==> src/rtl/analog_status_pkg.sv <==
// Shared register map, control bit positions, APB FSM states and response
// payload for the analog status register bank.
package analog_status_pkg;

  localparam int unsigned APB_ADDR_W = 16;
  localparam int unsigned APB_DATA_W = 32;
  localparam int unsigned APB_STRB_W = 4;

  localparam logic [APB_ADDR_W-1:0] STATUS_BASE  = 16'h0000;
  localparam logic [APB_ADDR_W-1:0] CTRL_OFS     = 16'h0100;
  localparam logic [APB_ADDR_W-1:0] CHANGED_OFS  = 16'h0104;
  localparam logic [APB_ADDR_W-1:0] IRQ_MASK_OFS = 16'h0108;
  localparam logic [APB_ADDR_W-1:0] INFO_OFS     = 16'h010C;

  localparam int unsigned CTRL_SNAP_BIT = 0;
  localparam int unsigned CTRL_LIVE_BIT = 1;

  typedef enum logic {
    APB_IDLE = 1'b0,
    APB_RESP = 1'b1
  } apb_state_e;

  typedef struct packed {
    logic [APB_DATA_W-1:0] prdata;
    logic                  pslverr;
  } apb_rsp_t;

endpackage

==> src/rtl/analog_status_bank_if.sv <==
// APB slave bus bundle for the analog status register bank.
interface analog_status_bank_if;
  import analog_status_pkg::*;

  logic [APB_ADDR_W-1:0] PADDR;
  logic                  PSEL;
  logic                  PENABLE;
  logic                  PWRITE;
  logic [APB_STRB_W-1:0] PSTRB;
  logic [APB_DATA_W-1:0] PWDATA;
  logic [APB_DATA_W-1:0] PRDATA;
  logic                  PREADY;
  logic                  PSLVERR;

  modport master (
    output PADDR, PSEL, PENABLE, PWRITE, PSTRB, PWDATA,
    input  PRDATA, PREADY, PSLVERR
  );

  modport slave (
    input  PADDR, PSEL, PENABLE, PWRITE, PSTRB, PWDATA,
    output PRDATA, PREADY, PSLVERR
  );

endinterface

==> src/rtl/analog_status_bank_status_sync.sv <==
// Multi-stage flop synchroniser for one asynchronous status word.
module status_sync #(
  parameter int unsigned DATA_W      = 32,
  parameter int unsigned SYNC_STAGES = 2
) (
  input  logic              clk_in,
  input  logic              reset_n,
  input  logic [DATA_W-1:0] d,
  output logic [DATA_W-1:0] q
);

  logic [DATA_W-1:0] stage_q [SYNC_STAGES];

  always_ff @(posedge clk_in) begin
    if (!reset_n) begin
      for (int i = 0; i < SYNC_STAGES; i++) stage_q[i] <= '0;
    end else begin
      stage_q[0] <= d;
      for (int i = 1; i < SYNC_STAGES; i++) stage_q[i] <= stage_q[i-1];
    end
  end

  assign q = stage_q[SYNC_STAGES-1];

endmodule

==> src/rtl/analog_status_bank.sv <==
// APB status bank: synchronised analog status words, atomic snapshot, and
// (with ANALOG_STATUS_CHG_IRQ_EN) sticky change flags with a maskable irq.
module analog_status_bank
  import analog_status_pkg::*;
#(
  parameter int unsigned NUM_CH      = 4,
  parameter int unsigned DATA_W      = 32,
  parameter int unsigned SYNC_STAGES = 2
) (
  input  logic                     clk_in,
  input  logic                     reset_n,
  analog_status_bank_if.slave      apb,
  input  logic [NUM_CH*DATA_W-1:0] status_in,
  output logic                     irq_o
);

  apb_state_e            state_q, state_d;
  apb_rsp_t              rsp_q, rsp_d;
  logic                  pready_q, pready_d;
  logic                  live_q, live_d;
  logic                  snap_c;
  logic                  hit_c, ro_c, err_c;
  logic [APB_DATA_W-1:0] rd_data_c;
  logic [APB_ADDR_W-1:0] word_addr;
  logic [DATA_W-1:0]     sync   [NUM_CH];
  logic [DATA_W-1:0]     snap_q [NUM_CH];
  logic                  unused_bits;

  for (genvar g = 0; g < NUM_CH; g++) begin : g_sync
    status_sync #(.DATA_W(DATA_W), .SYNC_STAGES(SYNC_STAGES)) u_sync (
      .clk_in  (clk_in),
      .reset_n (reset_n),
      .d       (status_in[g*DATA_W +: DATA_W]),
      .q       (sync[g])
    );
  end

  assign word_addr   = {apb.PADDR[APB_ADDR_W-1:2], 2'b00};
  assign unused_bits = ^{apb.PADDR[1:0], apb.PWDATA};

`ifdef ANALOG_STATUS_CHG_IRQ_EN
  logic [NUM_CH-1:0] changed_q, mask_q, mask_d, w1c_c, set_c;
  logic [DATA_W-1:0] sync_prev_q [NUM_CH];
  logic              irq_q;

  always_comb begin
    set_c = '0;
    for (int i = 0; i < NUM_CH; i++) set_c[i] = (sync[i] != sync_prev_q[i]);
  end

  // A set in the same cycle as a W1C clear wins.
  always_ff @(posedge clk_in) begin
    if (!reset_n) begin
      for (int i = 0; i < NUM_CH; i++) sync_prev_q[i] <= '0;
      changed_q <= '0;
      mask_q    <= '0;
      irq_q     <= 1'b0;
    end else begin
      for (int i = 0; i < NUM_CH; i++) sync_prev_q[i] <= sync[i];
      changed_q <= (changed_q & ~w1c_c) | set_c;
      mask_q    <= mask_d;
      irq_q     <= |(changed_q & mask_q);
    end
  end

  assign irq_o = irq_q;
`else
  assign irq_o = 1'b0;
`endif

  always_ff @(posedge clk_in) begin
    if (!reset_n) state_q <= APB_IDLE;
    else          state_q <= state_d;
  end

  always_comb begin
    state_d        = state_q;
    pready_d       = 1'b0;
    rsp_d.prdata   = rsp_q.prdata;
    rsp_d.pslverr  = 1'b0;
    live_d         = live_q;
    snap_c         = 1'b0;
    hit_c          = 1'b0;
    ro_c           = 1'b0;
    err_c          = 1'b0;
    rd_data_c      = '0;
`ifdef ANALOG_STATUS_CHG_IRQ_EN
    mask_d         = mask_q;
    w1c_c          = '0;
`endif

    // Address decode and read mux
    if (word_addr[APB_ADDR_W-1:8] == STATUS_BASE[APB_ADDR_W-1:8]) begin
      for (int i = 0; i < NUM_CH; i++) begin
        if (word_addr[7:2] == 6'(i)) begin
          hit_c     = 1'b1;
          ro_c      = 1'b1;
          rd_data_c = APB_DATA_W'(live_q ? sync[i] : snap_q[i]);
        end
      end
    end else begin
      case (word_addr)
        CTRL_OFS: begin
          hit_c                    = 1'b1;
          rd_data_c[CTRL_LIVE_BIT] = live_q;
        end
        INFO_OFS: begin
          hit_c     = 1'b1;
          ro_c      = 1'b1;
          rd_data_c = {16'h0000, 8'(DATA_W), 8'(NUM_CH)};
        end
`ifdef ANALOG_STATUS_CHG_IRQ_EN
        CHANGED_OFS: begin
          hit_c     = 1'b1;
          rd_data_c = APB_DATA_W'(changed_q);
        end
        IRQ_MASK_OFS: begin
          hit_c     = 1'b1;
          rd_data_c = APB_DATA_W'(mask_q);
        end
`endif
        default: ;
      endcase
    end

    err_c = !hit_c || (apb.PWRITE && (ro_c || (apb.PSTRB != 4'hF)));

    case (state_q)
      APB_IDLE: begin
        if (apb.PSEL && apb.PENABLE) begin
          state_d       = APB_RESP;
          pready_d      = 1'b1;
          rsp_d.prdata  = (err_c || apb.PWRITE) ? 32'h0 : rd_data_c;
          rsp_d.pslverr = err_c;
          if (apb.PWRITE && !err_c) begin
            case (word_addr)
              CTRL_OFS: begin
                live_d = apb.PWDATA[CTRL_LIVE_BIT];
                snap_c = apb.PWDATA[CTRL_SNAP_BIT];
              end
`ifdef ANALOG_STATUS_CHG_IRQ_EN
              CHANGED_OFS:  w1c_c  = apb.PWDATA[NUM_CH-1:0];
              IRQ_MASK_OFS: mask_d = apb.PWDATA[NUM_CH-1:0];
`endif
              default: ;
            endcase
          end
        end
      end
      APB_RESP: state_d = APB_IDLE;
      default:  state_d = APB_IDLE;
    endcase
  end

  always_ff @(posedge clk_in) begin
    if (!reset_n) begin
      pready_q <= 1'b0;
      rsp_q    <= '0;
      live_q   <= 1'b0;
      for (int i = 0; i < NUM_CH; i++) snap_q[i] <= '0;
    end else begin
      pready_q <= pready_d;
      rsp_q    <= rsp_d;
      live_q   <= live_d;
      if (snap_c) begin
        for (int i = 0; i < NUM_CH; i++) snap_q[i] <= sync[i];
      end
    end
  end

  assign apb.PRDATA  = rsp_q.prdata;
  assign apb.PSLVERR = rsp_q.pslverr;
  assign apb.PREADY  = pready_q;

endmodule

==> src/flat_wrapper.sv <==
// flat-port wrapper written by rule: the top's interface ports become plain ports
module analog_status_bank_flat import analog_status_pkg::*;
#(
  parameter int unsigned NUM_CH      = 4,
  parameter int unsigned DATA_W      = 32,
  parameter int unsigned SYNC_STAGES = 2
)
  (clk_in, reset_n, status_in, irq_o, apb_PADDR, apb_PSEL, apb_PENABLE, apb_PWRITE, apb_PSTRB, apb_PWDATA, apb_PRDATA, apb_PREADY, apb_PSLVERR);
  analog_status_bank_if apb_i ();
  input  logic clk_in;
  input  logic reset_n;
  input  logic [NUM_CH*DATA_W-1:0] status_in;
  output logic irq_o;
  input wire logic [$bits(apb_i.PADDR)-1:0] apb_PADDR;
  input wire logic [$bits(apb_i.PSEL)-1:0] apb_PSEL;
  input wire logic [$bits(apb_i.PENABLE)-1:0] apb_PENABLE;
  input wire logic [$bits(apb_i.PWRITE)-1:0] apb_PWRITE;
  input wire logic [$bits(apb_i.PSTRB)-1:0] apb_PSTRB;
  input wire logic [$bits(apb_i.PWDATA)-1:0] apb_PWDATA;
  output wire logic [$bits(apb_i.PRDATA)-1:0] apb_PRDATA;
  output wire logic [$bits(apb_i.PREADY)-1:0] apb_PREADY;
  output wire logic [$bits(apb_i.PSLVERR)-1:0] apb_PSLVERR;
  assign apb_i.PADDR = apb_PADDR;
  assign apb_i.PSEL = apb_PSEL;
  assign apb_i.PENABLE = apb_PENABLE;
  assign apb_i.PWRITE = apb_PWRITE;
  assign apb_i.PSTRB = apb_PSTRB;
  assign apb_i.PWDATA = apb_PWDATA;
  assign apb_PRDATA = apb_i.PRDATA;
  assign apb_PREADY = apb_i.PREADY;
  assign apb_PSLVERR = apb_i.PSLVERR;
  analog_status_bank #(.NUM_CH(NUM_CH), .DATA_W(DATA_W), .SYNC_STAGES(SYNC_STAGES)) u_core (.clk_in(clk_in), .reset_n(reset_n), .apb(apb_i), .status_in(status_in), .irq_o(irq_o));
endmodule
==> config.mk <==
export PLATFORM = sky130hd
export DESIGN_NAME = analog_status_bank_flat
export DESIGN_NICKNAME = d
export VERILOG_FILES = /design/src/rtl/analog_status_pkg.sv /design/src/rtl/analog_status_bank_if.sv /design/src/rtl/analog_status_bank_status_sync.sv /design/src/rtl/analog_status_bank.sv /design/src/flat_wrapper.sv
export SDC_FILE = /design/constraint.sdc
export NUM_CORES = 1
export LEC_CHECK = 0
export ABC_AREA = 1
export ABC_CLOCK_PERIOD_IN_PS = 14400
export CORE_ASPECT_RATIO = 0.5
export CORE_MARGIN = 1.5
export CORE_UTILIZATION = 56
export CTS_CLUSTER_DIAMETER = 50
export DETAILED_ROUTE_END_ITERATION = 8
export PLACE_DENSITY = 0.83
export SLEW_MARGIN = 20
export SYNTH_ARGS = -nofsm -noshare
export SYNTH_HDL_FRONTEND = slang
export SYNTH_HIERARCHICAL = 1
export SYNTH_SLANG_ARGS = --single-unit
==> constraint.sdc <==
create_clock -name clk_in -period 14.4 [get_ports clk_in]
set_clock_uncertainty 0.2 [all_clocks]
set_input_delay 2.88 -clock clk_in [delete_from_list [all_inputs] [get_ports clk_in]]
set_output_delay 2.88 -clock clk_in [all_outputs]
set_load 0.01 [all_outputs]
==> results.txt, run 1 <==
----------------------------------------------------
[Detailed routing]
  Count of TritonRoute iterations in the first routing pass ... 5
  Post-DR vias/cell ... 4.86
  Remaining number of nets flagged by the antenna check after routing ... 0
  Residual DRC count ... 0
  Total via count after detailed routing ... 11800
  Routed wire length ... 38100 µm
  Per-cell routed wire length ... 15.7 µm
  DR iter-0 viols ... 1491

[GRT]
  Antenna violations before repair ... 0
  Number of global-route vias before repair ... 11196
  Maximum number of pins on one net before global-route repair ... 113
  Residual overflow from global routing ... 0
  GR Util All Layers ... 23.6%
  First-pass GRT wire length ... 59100 µm

[Finish]
  Area of the multi-input gates ... 4700 µm²
  Fraction of final layout cells sized beyond drive strength 1 ... 9.78%
  Storage cell area ... 9670 µm²
  Total Nets Final ... 2160
  Fill cell count ... 2359
  Most common library cell in the layout ignoring fill and taps ... sky130_fd_sc_hd__nand2_1
  Number of antenna repair diodes ... 0
  Layout-stage area growth over the synthesis result ... 12.4%
  Commonest non-fill, non-tap cells in the layout ... sky130_fd_sc_hd__nand2_1 (449), sky130_fd_sc_hd__inv_1 (401), sky130_fd_sc_hd__dfxtp_1 (290)

[Pwr]
  Worst VDD drop ... 0.0774 mV
  Final Total Pwr ... 2500 µW
  Leakage power total ... 0.00899 µW
  P per Cell Area ... 126 nW/µm²

[Worst setup path]
  Cell count of the worst reg-to-reg path ... 7
  Setup crit end kind ... register
  Critical R2R Capture ... u_core/snap_q[3][29]
  Worst setup path endpoint ... u_core/snap_q[3][29]
  Nature of the critical path startpoint ... primary input
  Data arrival time of the critical path ... 6310 ps
  Largest fanout on the critical path ... 74
  Type of the worst setup path ... in -> reg
  CP required ... 14350 ps
  Reg-to-Reg Start ... u_core/state_q
  Critical Path Source ... apb_PADDR[5]
  Worst setup slack for register-to-register paths ... 10730 ps

[Placed design]
  Worst setup slack before clock tree synthesis ... 7580 ps
  Routability congestion estimate ... 0.971
  Half-perimeter wire length after placement ... 25200 µm
  Number of buffers added on ports ... 186

[Synthesis]
  Synthesized area divided by synthesized cell count ... 8.99 µm²
  Share of flip-flops with an asynchronous set or reset ... 0%
  Cell taking the most area after synthesis ... sky130_fd_sc_hd__dfxtp_1
  Count of distinct cell types in the synthesized netlist ... 32
  Count of synthesis-stage warnings from yosys ... 6
  Synthesized flop and latch total ... 419
  Yosys top cell area share ... 33.1%
  Proportion of synthesized chip area in sequential cells ... 54.9%
  Count of flip-flops with a built-in enable after synthesis ... 128
  Predominant post-synthesis flop cell ... sky130_fd_sc_hd__dfxtp_1
  Synth Net Count ... 2144
  Leading post-synthesis cells by cell area ... sky130_fd_sc_hd__dfxtp_1 (33%), sky130_fd_sc_hd__edfxtp_1 (22%), sky130_fd_sc_hd__nand2_1 (9.6%)
  Number of cells produced by synthesis ... 1959
  Post-synthesis cell area ... 17600 µm²

[Floorplan]
  Count of pins on the block boundary ... 220
  # rows ... 45
  Die ar. ... 32600 µm²
  Floorplan die width ... 254 µm
  Die Ht ... 128 µm
  Initial standard-cell utilization of the core ... 57.5%
  Core area ... 30600 µm²

[Timing]
  RSZ-0062 raised after global routing ... no
  Post-route worst setup slack ... 8050 ps
  Final Max Tran Viols ... 0
  Crit path time final ... 6350 ps
  Final-layout setup total negative slack ... 0 ps
  Finish-stage setup viols ... 0
  Worst hold margin ... 209 ps
  Achievable clock frequency ... 157 MHz
  Final Hold Violating Endpoints ... 0
  Transition time of the tightest slew-check pin ... 1120 ps
  Worst relative slew slack ... 25.3%
  Period utilisation layout ... 44.1%

[Job]
  # Max-Cap Violations ... 0

[CTS]
  Cell chosen for the clock root ... sky130_fd_sc_hd__clkbuf_16
  Count of instances resized after the clock tree is built ... 0
  Count of clock tree sinks ... 419
  Clk_lat worst skew ... 540 ps
  Number of buffers on the longest clock path ... 3
  Total setup buffers inserted after CTS ... 0
  Number of CTS-inserted buffers ... 37
  Post-CTS Hold Fix Bufs ... 0
  Total number of H-tree levels ... 2
  Clock tree from TritonCTS ... done
  Clock slew seen by the registers of the worst setup and hold paths ... 70 ps

[Run status]
  Run status ... finished, final reports clean

[Worst hold path]
  Hold Path Class ... reg -> reg

----------------------------------------------------
-- worst max-delay path: stages --
cell	delay, ps
sky130_fd_sc_hd__clkdlybuf4s50_1	430
sky130_fd_sc_hd__nor2_1	320
sky130_fd_sc_hd__nand2_2	160
sky130_fd_sc_hd__nor2_8	360
sky130_fd_sc_hd__nand3_4	130
sky130_fd_sc_hd__nor2_2	150
sky130_fd_sc_hd__nand3_2	160
sky130_fd_sc_hd__o21ai_4	160
sky130_fd_sc_hd__buf_4	610
sky130_fd_sc_hd__buf_4	880
-- registers in the layout, indices dropped and copies added, names as in the netlist --
name,flops
u_core/apb.PRDATA,32
u_core/apb.PSLVERR,1
u_core/g_sync.u_sync/stage_q,256
u_core/live_q,1
u_core/snap_q,128
u_core/state_q,1
-- worst min path at each step --
| stage | start | to | slack, ps | cells after the start |
|---|---|---|---|---|
| 2_1_floorplan | u_core/g_sync[0].u_sync/stage_q[0][30] | u_core/g_sync[0].u_sync/stage_q[0][62] | 190 | 2 |
| 3_3_place_gp | u_core/g_sync[0].u_sync/stage_q[0][30] | u_core/g_sync[0].u_sync/stage_q[0][62] | 200 | 2 |
| 3_5_place_dp | u_core/g_sync[2].u_sync/stage_q[0][24] | u_core/g_sync[2].u_sync/stage_q[0][56] | 200 | 2 |
| 4_1_cts | u_core/g_sync[0].u_sync/stage_q[0][30] | u_core/g_sync[0].u_sync/stage_q[0][62] | 210 | 2 |
| 5_1_grt | u_core/g_sync[3].u_sync/stage_q[0][3] | u_core/g_sync[3].u_sync/stage_q[0][35] | 230 | 2 |
| 6_report | u_core/g_sync[2].u_sync/stage_q[0][9] | u_core/g_sync[2].u_sync/stage_q[0][41] | 210 | 2 |
-- stage by stage --
stage	instance area, µm²	utilization (%)	instances
detailed placement	18400	60.0	2359
CTS	19800	64.6	2427
global placement	18400	60.0	2359
global route	19800	64.6	2427
floorplan	17600	-	1959
finish	19800	64.6	2427
-- per-layer routing --
layer  part of all wire [%]  GRT usage [%]  wire, µm  vias up
met3                    9.7           5.77      3690       71
met1                     40           30.4     15200     5445
met5                      0              0         0        -
li1                       -              -         -     5783
met4                    3.1           8.96      1190        0
met2                     47           39.0     18100      501
-- kinds of logic after synthesis --
family | after synthesis | share of synthesized area [%]
other cells | 1 | 0.0213
mux | 4 | 0.227
buf+inv | 629 | 18.5
compound gates | 203 | 6.37
flops | 419 | 54.9
simple gates | 703 | 20.0
-- Yosys cell counts, types with 10 or more instances --
master and n:
sky130_fd_sc_hd__nand3_1 40, sky130_fd_sc_hd__a21oi_1 63, sky130_fd_sc_hd__dfxtp_1 291, sky130_fd_sc_hd__nor2_1 97, sky130_fd_sc_hd__nand2_1 450, sky130_fd_sc_hd__buf_6 31, sky130_fd_sc_hd__nor2_4 101, sky130_fd_sc_hd__inv_1 401
sky130_fd_sc_hd__buf_2 14, sky130_fd_sc_hd__edfxtp_1 128, sky130_fd_sc_hd__buf_12 10, sky130_fd_sc_hd__buf_4 129, sky130_fd_sc_hd__clkbuf_1 31, sky130_fd_sc_hd__o21ai_0 93, sky130_fd_sc_hd__o211ai_1 32
-- layout make-up --
type / count / area share (%)
sequential: 419 / 48.9
clock buffer: 57 / 6.44
tap: 423 / 2.68
multi-input combinational: 911 / 23.7
clock inverter: 11 / 0.607
inverter: 408 / 7.75
timing repair buffer: 198 / 9.89
-- power breakdown --
| group | switching [µW] | internal (µW) |
|---|---|---|
| clock network | 442 | 653 |
| logic | 72.1 | 57.2 |
| registers | 15.7 | 1260 |
(Power assumes the default switching activity.)
==> run 2, diff against run 1 <==
- ABC_CLOCK_PERIOD_IN_PS: 14400 -> 6580
- clock period: 14.4 -> 6.58 ns (I/O delays scaled with it)
==> run 2 against run 1 <==
Net effect: sequential power grew 120%; wire length down 0.60%; clock power up 94%; final area decreased by 0.90%; global-route usage shrank 0.053 points; cell count barely moved; hold slack got worse by 10 ps; core utilization is 0.58 points lower; register-to-register slack got worse by 7800 ps; first-iteration DRC count decreased by 6.2%; critical endpoint is now u_core/snap_q[3][14].
==> results.txt, run 2 (synthesis results as in run 1) <==
----------------------------------------------------
[CTS]
  Count of instances resized after the clock tree is built ... 0
  Number of buffers on the longest clock path ... 3
  Clk_lat worst skew ... 540 ps
  Cell chosen for the clock root ... sky130_fd_sc_hd__clkbuf_16
  Clock tree from TritonCTS ... done
  Clock slew seen by the registers of the worst setup and hold paths ... 70 ps
  Count of clock tree sinks ... 419
  Number of CTS-inserted buffers ... 36
  Total setup buffers inserted after CTS ... 0
  Total number of H-tree levels ... 2
  Post-CTS Hold Fix Bufs ... 0

[Timing]
  Post-route worst setup slack ... 2340 ps
  Crit path time final ... 4240 ps
  Period utilisation layout ... 64.4%
  Final Max Tran Viols ... 0
  Final-layout setup total negative slack ... 0 ps
  Finish-stage setup viols ... 0
  Transition time of the tightest slew-check pin ... 1040 ps
  Worst relative slew slack ... 30.5%
  Worst hold margin ... 199 ps
  RSZ-0062 raised after global routing ... no
  Final Hold Violating Endpoints ... 0
  Achievable clock frequency ... 236 MHz

[Pwr]
  Logic gate share of total power ... 5.4%
  Leakage power total ... 0.00891 µW
  Sequential power share ... 53.7%
  P per Cell Area ... 265 nW/µm²
  Sw power ... 1130 µW
  Worst VDD drop ... 0.160 mV
  Internal power consumption ... 4070 µW
  Sw frac ... 21.7%
  Clock network power share ... 40.9%

[Finish]
  Core utilization of the finished layout ... 64.0%
  Commonest non-fill, non-tap cells in the layout ... sky130_fd_sc_hd__nand2_1 (449), sky130_fd_sc_hd__inv_1 (401), sky130_fd_sc_hd__dfxtp_1 (290)
  Largest reg by FF count ... u_core/g_sync.u_sync/stage_q
  Final instance count without filler cells ... 2425
  Total Nets Final ... 2161
  Number of antenna repair diodes ... 0
  Most common library cell in the layout ignoring fill and taps ... sky130_fd_sc_hd__nand2_1
  Max FFs per register ... 256
  Fraction of final layout cells sized beyond drive strength 1 ... 9.49%
  Layout-stage area growth over the synthesis result ... 11.3%

[GRT]
  First-pass GRT wire length ... 58800 µm
  GR Util All Layers ... 23.6%
  Maximum number of pins on one net before global-route repair ... 122
  Number of global-route vias before repair ... 11239
  Antenna violations before repair ... 1
  Residual overflow from global routing ... 0

[Floorplan]
  # rows ... 45
  Initial standard-cell utilization of the core ... 57.5%
  Count of pins on the block boundary ... 220
  Die Ht ... 128 µm
  Floorplan die width ... 254 µm
  Core area ... 30600 µm²
  Die ar. ... 32600 µm²

[Detailed routing]
  Count of TritonRoute iterations in the first routing pass ... 6
  Residual DRC count ... 0
  Sum of met2 wire segment lengths after detailed routing ... 18100 µm
  Total via count after detailed routing ... 11796
  Max Used Layer ... met5
  Remaining number of nets flagged by the antenna check after routing ... 0
  DR iter-0 viols ... 1399
  Routed wire length ... 37900 µm
  Per-cell routed wire length ... 15.6 µm
  Met3 Routed Length ... 3640 µm
  Met1 wire length ... 15000 µm
  Post-DR vias/cell ... 4.86

[Worst setup path]
  Nature of the critical path startpoint ... primary input
  Type of the worst setup path ... in -> reg
  Largest fanout on the critical path ... 36
  Setup crit end kind ... register
  Critical Path Source ... apb_PADDR[3]
  Reg-to-Reg Start ... u_core/live_q
  CP required ... 6750 ps
  Data arrival time of the critical path ... 4410 ps

[Placed design]
  Number of buffers added on ports ... 186
  Half-perimeter wire length after placement ... 25700 µm
  Worst setup slack before clock tree synthesis ... 1870 ps
  Total placed cells including tap cells ... 2361
  Routability congestion estimate ... 0.895

[Job]
  # Max-Cap Violations ... 0

[Worst hold path]
  HP Start ... u_core/g_sync[2].u_sync/stage_q[0][25]
  Hold Path Class ... reg -> reg

[Run status]
  Run status ... finished, final reports clean

----------------------------------------------------
## run 2: per-layer routing
layer  vias to the layer above  track usage, %
li1                       5777               -
met1                      5492            29.7
met2                       450            39.1
met3                        75            6.55
met4                         2            8.23
met5                         -            2.29
## run 2: stage by stage
stage / total power, µW / cell area (µm²)
2_1_floorplan: 3040 / 17600
3_3_place_gp: 3120 / 18400
3_5_place_dp: 3130 / 18400
4_1_cts: 5240 / 19600
5_1_grt: 5390 / 19600
6_report: 5200 / 19600
## run 2: worst paths after layout
path / endpoint / slack (ps) / depth (start not counted)
setup / recovery: u_core/snap_q[3][14] / 2340 / 11
hold / removal: u_core/g_sync[2].u_sync/stage_q[0][57] / 200 / 2
setup reg to reg: u_core/apb.PRDATA[14] / 2980 / 8
hold reg to reg: u_core/g_sync[2].u_sync/stage_q[0][57] / 200 / 2
## run 2: worst max-delay path, stage by stage
cell                              delay, ps
sky130_fd_sc_hd__clkdlybuf4s50_1        490
sky130_fd_sc_hd__nor2_2                 190
sky130_fd_sc_hd__nand2_2                120
sky130_fd_sc_hd__nor2_8                 360
sky130_fd_sc_hd__nand3_4                140
sky130_fd_sc_hd__nor2_2                 160
sky130_fd_sc_hd__nand3_2                160
sky130_fd_sc_hd__nor2_1                 200
sky130_fd_sc_hd__nand2_4                510
sky130_fd_sc_hd__buf_4                  580
sky130_fd_sc_hd__nor2_1                 170
## run 2: area by class of cell
type / count / area [µm²]
Fill cell: 2407 / 11000
Sequential cell: 419 / 9670
Multi-Input combinational cell: 911 / 4700
Timing Repair Buffer: 200 / 1980
Inverter: 408 / 1530
Clock buffer: 53 / 1120
Tap cell: 423 / 529
Clock inverter: 11 / 67.6
## run 2: power groups by stage
stage / combinational, µW / sequential [µW] / clock, µW
final: 282 / 2790 / 2130
after global routing: 312 / 2800 / 2270
after CTS: 282 / 2790 / 2160
after detailed placement: 279 / 2850 / 0
after global placement: 274 / 2850 / 0
after floorplan: 198 / 2840 / 0
==> patch: new RTL, config.mk and constraints of run 2 <==
Register the output `apb.PSLVERR`; this adds one clock of latency there.
--- a/src/rtl/analog_status_bank.sv
+++ b/src/rtl/analog_status_bank.sv
@@ -170,5 +170,7 @@
 
   assign apb.PRDATA  = rsp_q.prdata;
-  assign apb.PSLVERR = rsp_q.pslverr;
+  always_ff @(posedge clk_in) begin
+    apb.PSLVERR <= rsp_q.pslverr;
+  end
   assign apb.PREADY  = pready_q;
 
Formal check against the unedited RTL: not equivalent (a bounded check fails within 4 cycles, from zero or initial values and one cycle with reset_n low).
==> patch against run 2 <==
- cell count down 0.12%
- global-route usage fell by 1.2 points
- utilization shrank 0.41 points
- first-iteration DRC count is 13% lower
- area after synthesis up 1.5%
- sequential power hardly changed
- hold slack got worse by 0.072 ns
- total power grew 0.21%
- routed wire length fell by 1.2%
- sequential cell count up 1
- worst setup slack worse by 0.035 ns
- final area about the same
- largest cell class unchanged
- largest power group unchanged
==> patch: results (changes against run 2) <==
Outcome
  – Status: completed

Synthesis
  – Proportion of synthesized area in mux cells: 0.00224 (-0.0000331)
  – Compound-Gate Fraction of Synth Area: 0.0628 (-0.000928)
  – Sequential area share after synthesis: 0.542 (-0.00688)
  – Synth Area per Inst: 8.97 um^2 (-0.20%)
  – Top post-synthesis cells by count: nand2_1, inv_1, dfxtp_1
  – Syn_nets: 2177 (+1.5%)
  – Top cells by area, synth: dfxtp_1, edfxtp_1, nand2_1

Placement
  – Post-DP HPWL: 25.3 mm (-1.7%)
  – Post-placement cell count: 2357 (-0.17%)
  – Routability congestion estimate from global placement: 0.939 (+4.9%)

Critical path
  – Maximum fanout along the worst path: 40 (+11%)
  – Flop2flop setup slack: 3.08 ns (+0.10 ns)
  – Crit path DAT: 4.44 ns (+0.03 ns)
  – CP max stage delay: 0.61 ns (+0.03 ns)

Clock network
  – Worst-Skew Late Latency: 0.52 ns (-0.02 ns)
  – CTS Buf Count: 37 (+2.8%)
  – Post_cts resized: 0 (unchanged)

STA
  – Slew @ Worst Pin: 1.05 ns (+0.0121 ns)

Min path
  – Type of the most critical hold path: flip-flop to flip-flop
  – Hold depth: 0 (-2)
  – Hold EP: u_core/apb.PSLVERR
  – Hold Path Origin: u_core/rsp_q[0]

Route
  – Routed length on met3: 3.56 mm (-2.3%)
  – Met2 Wirelength: 17.4 mm (-3.8%)
  – Wl on met1: 15.5 mm (+3.4%)
  – DR vias/cell: 4.86 (about the same)
  – Top layer in use: met4
  – WL/cell: 15.5 um (-1.0%)
  – DRT Pass-1 Iters: 5 (-1)

Finish
  – Layout cells sized above 1: 0.0915 (-0.00336)

Global routing
  – Pin count of the biggest net entering global routing: 129 (+5.7%)
  – Total routing usage reported by global routing: 0.224 (-0.0118)
  – First-pass GRT wire length: 57.8 mm (-1.7%)
  – Initial antenna violation count: 0 (-1)

Power and ir drop
  – LEAKAGE: 8.90 nW (about the same)
  – Psw: 0.00111 W (-1.3%)
  – Worst VDD drop: 0.159 mV (-0.42%)
[patch: cell count changes after synthesis, sizes merged]
cell and delta:
buf +32, dfxtp +1
[patch: per-stage QoR]
step	total power (W)	hold WS [ns]	util	worst slack, ns
floorplan	0.00304	0.110	-	0.541
global placement	0.00313	0.112	0.597	1.91
detailed placement	0.00314	0.114	0.597	1.85
CTS	0.00525	0.129	0.636	2.37
global route	0.00539	0.142	0.636	2.17
finish	0.00521	0.127	0.636	2.31
[patch: area by class of cell]
class / instances / area [um^2]
timing repair buffer: 195 / 1970
inverter: 408 / 1530
clock inverter: 8 / 46.3
tap: 423 / 529
clock buffer: 57 / 1150
sequential: 420 / 9690
multi-input combinational: 911 / 4700
fill: 2473 / 11200
[patch: how the worst max path moves through the flow]
stage | cells after the start | slack [ns] | from | end
after detailed placement | 11 | 1.85 | apb_PADDR[7] | u_core/snap_q[1][5]
after CTS | 11 | 2.37 | apb_PADDR[7] | u_core/snap_q[1][31]
after global placement | 11 | 1.91 | apb_PADDR[7] | u_core/snap_q[2][22]
after global routing | 11 | 2.17 | apb_PADDR[7] | u_core/snap_q[1][31]
final | 11 | 2.31 | apb_PADDR[7] | u_core/snap_q[2][27]
after floorplan | 7 | 0.54 | apb_PADDR[5] | u_core/snap_q[0][0]
[patch: worst reg2reg max path: stages, from the launching register on]
cell      delay (ns)
dfxtp_4         0.76
clkinv_2        0.68
buf_12          0.42
nand2_1         0.18
o21ai_0         0.09
a22oi_1         0.57
nand2_1         0.21
nand3_1         0.14
a21oi_1         0.08
[patch: per-layer routing]
layer | global-route usage | vias up
met5 | 0 | -
met4 | 0.0675 | 0
li1 | - | 5772
met3 | 0.0603 | 76
met2 | 0.372 | 457
met1 | 0.290 | 5470
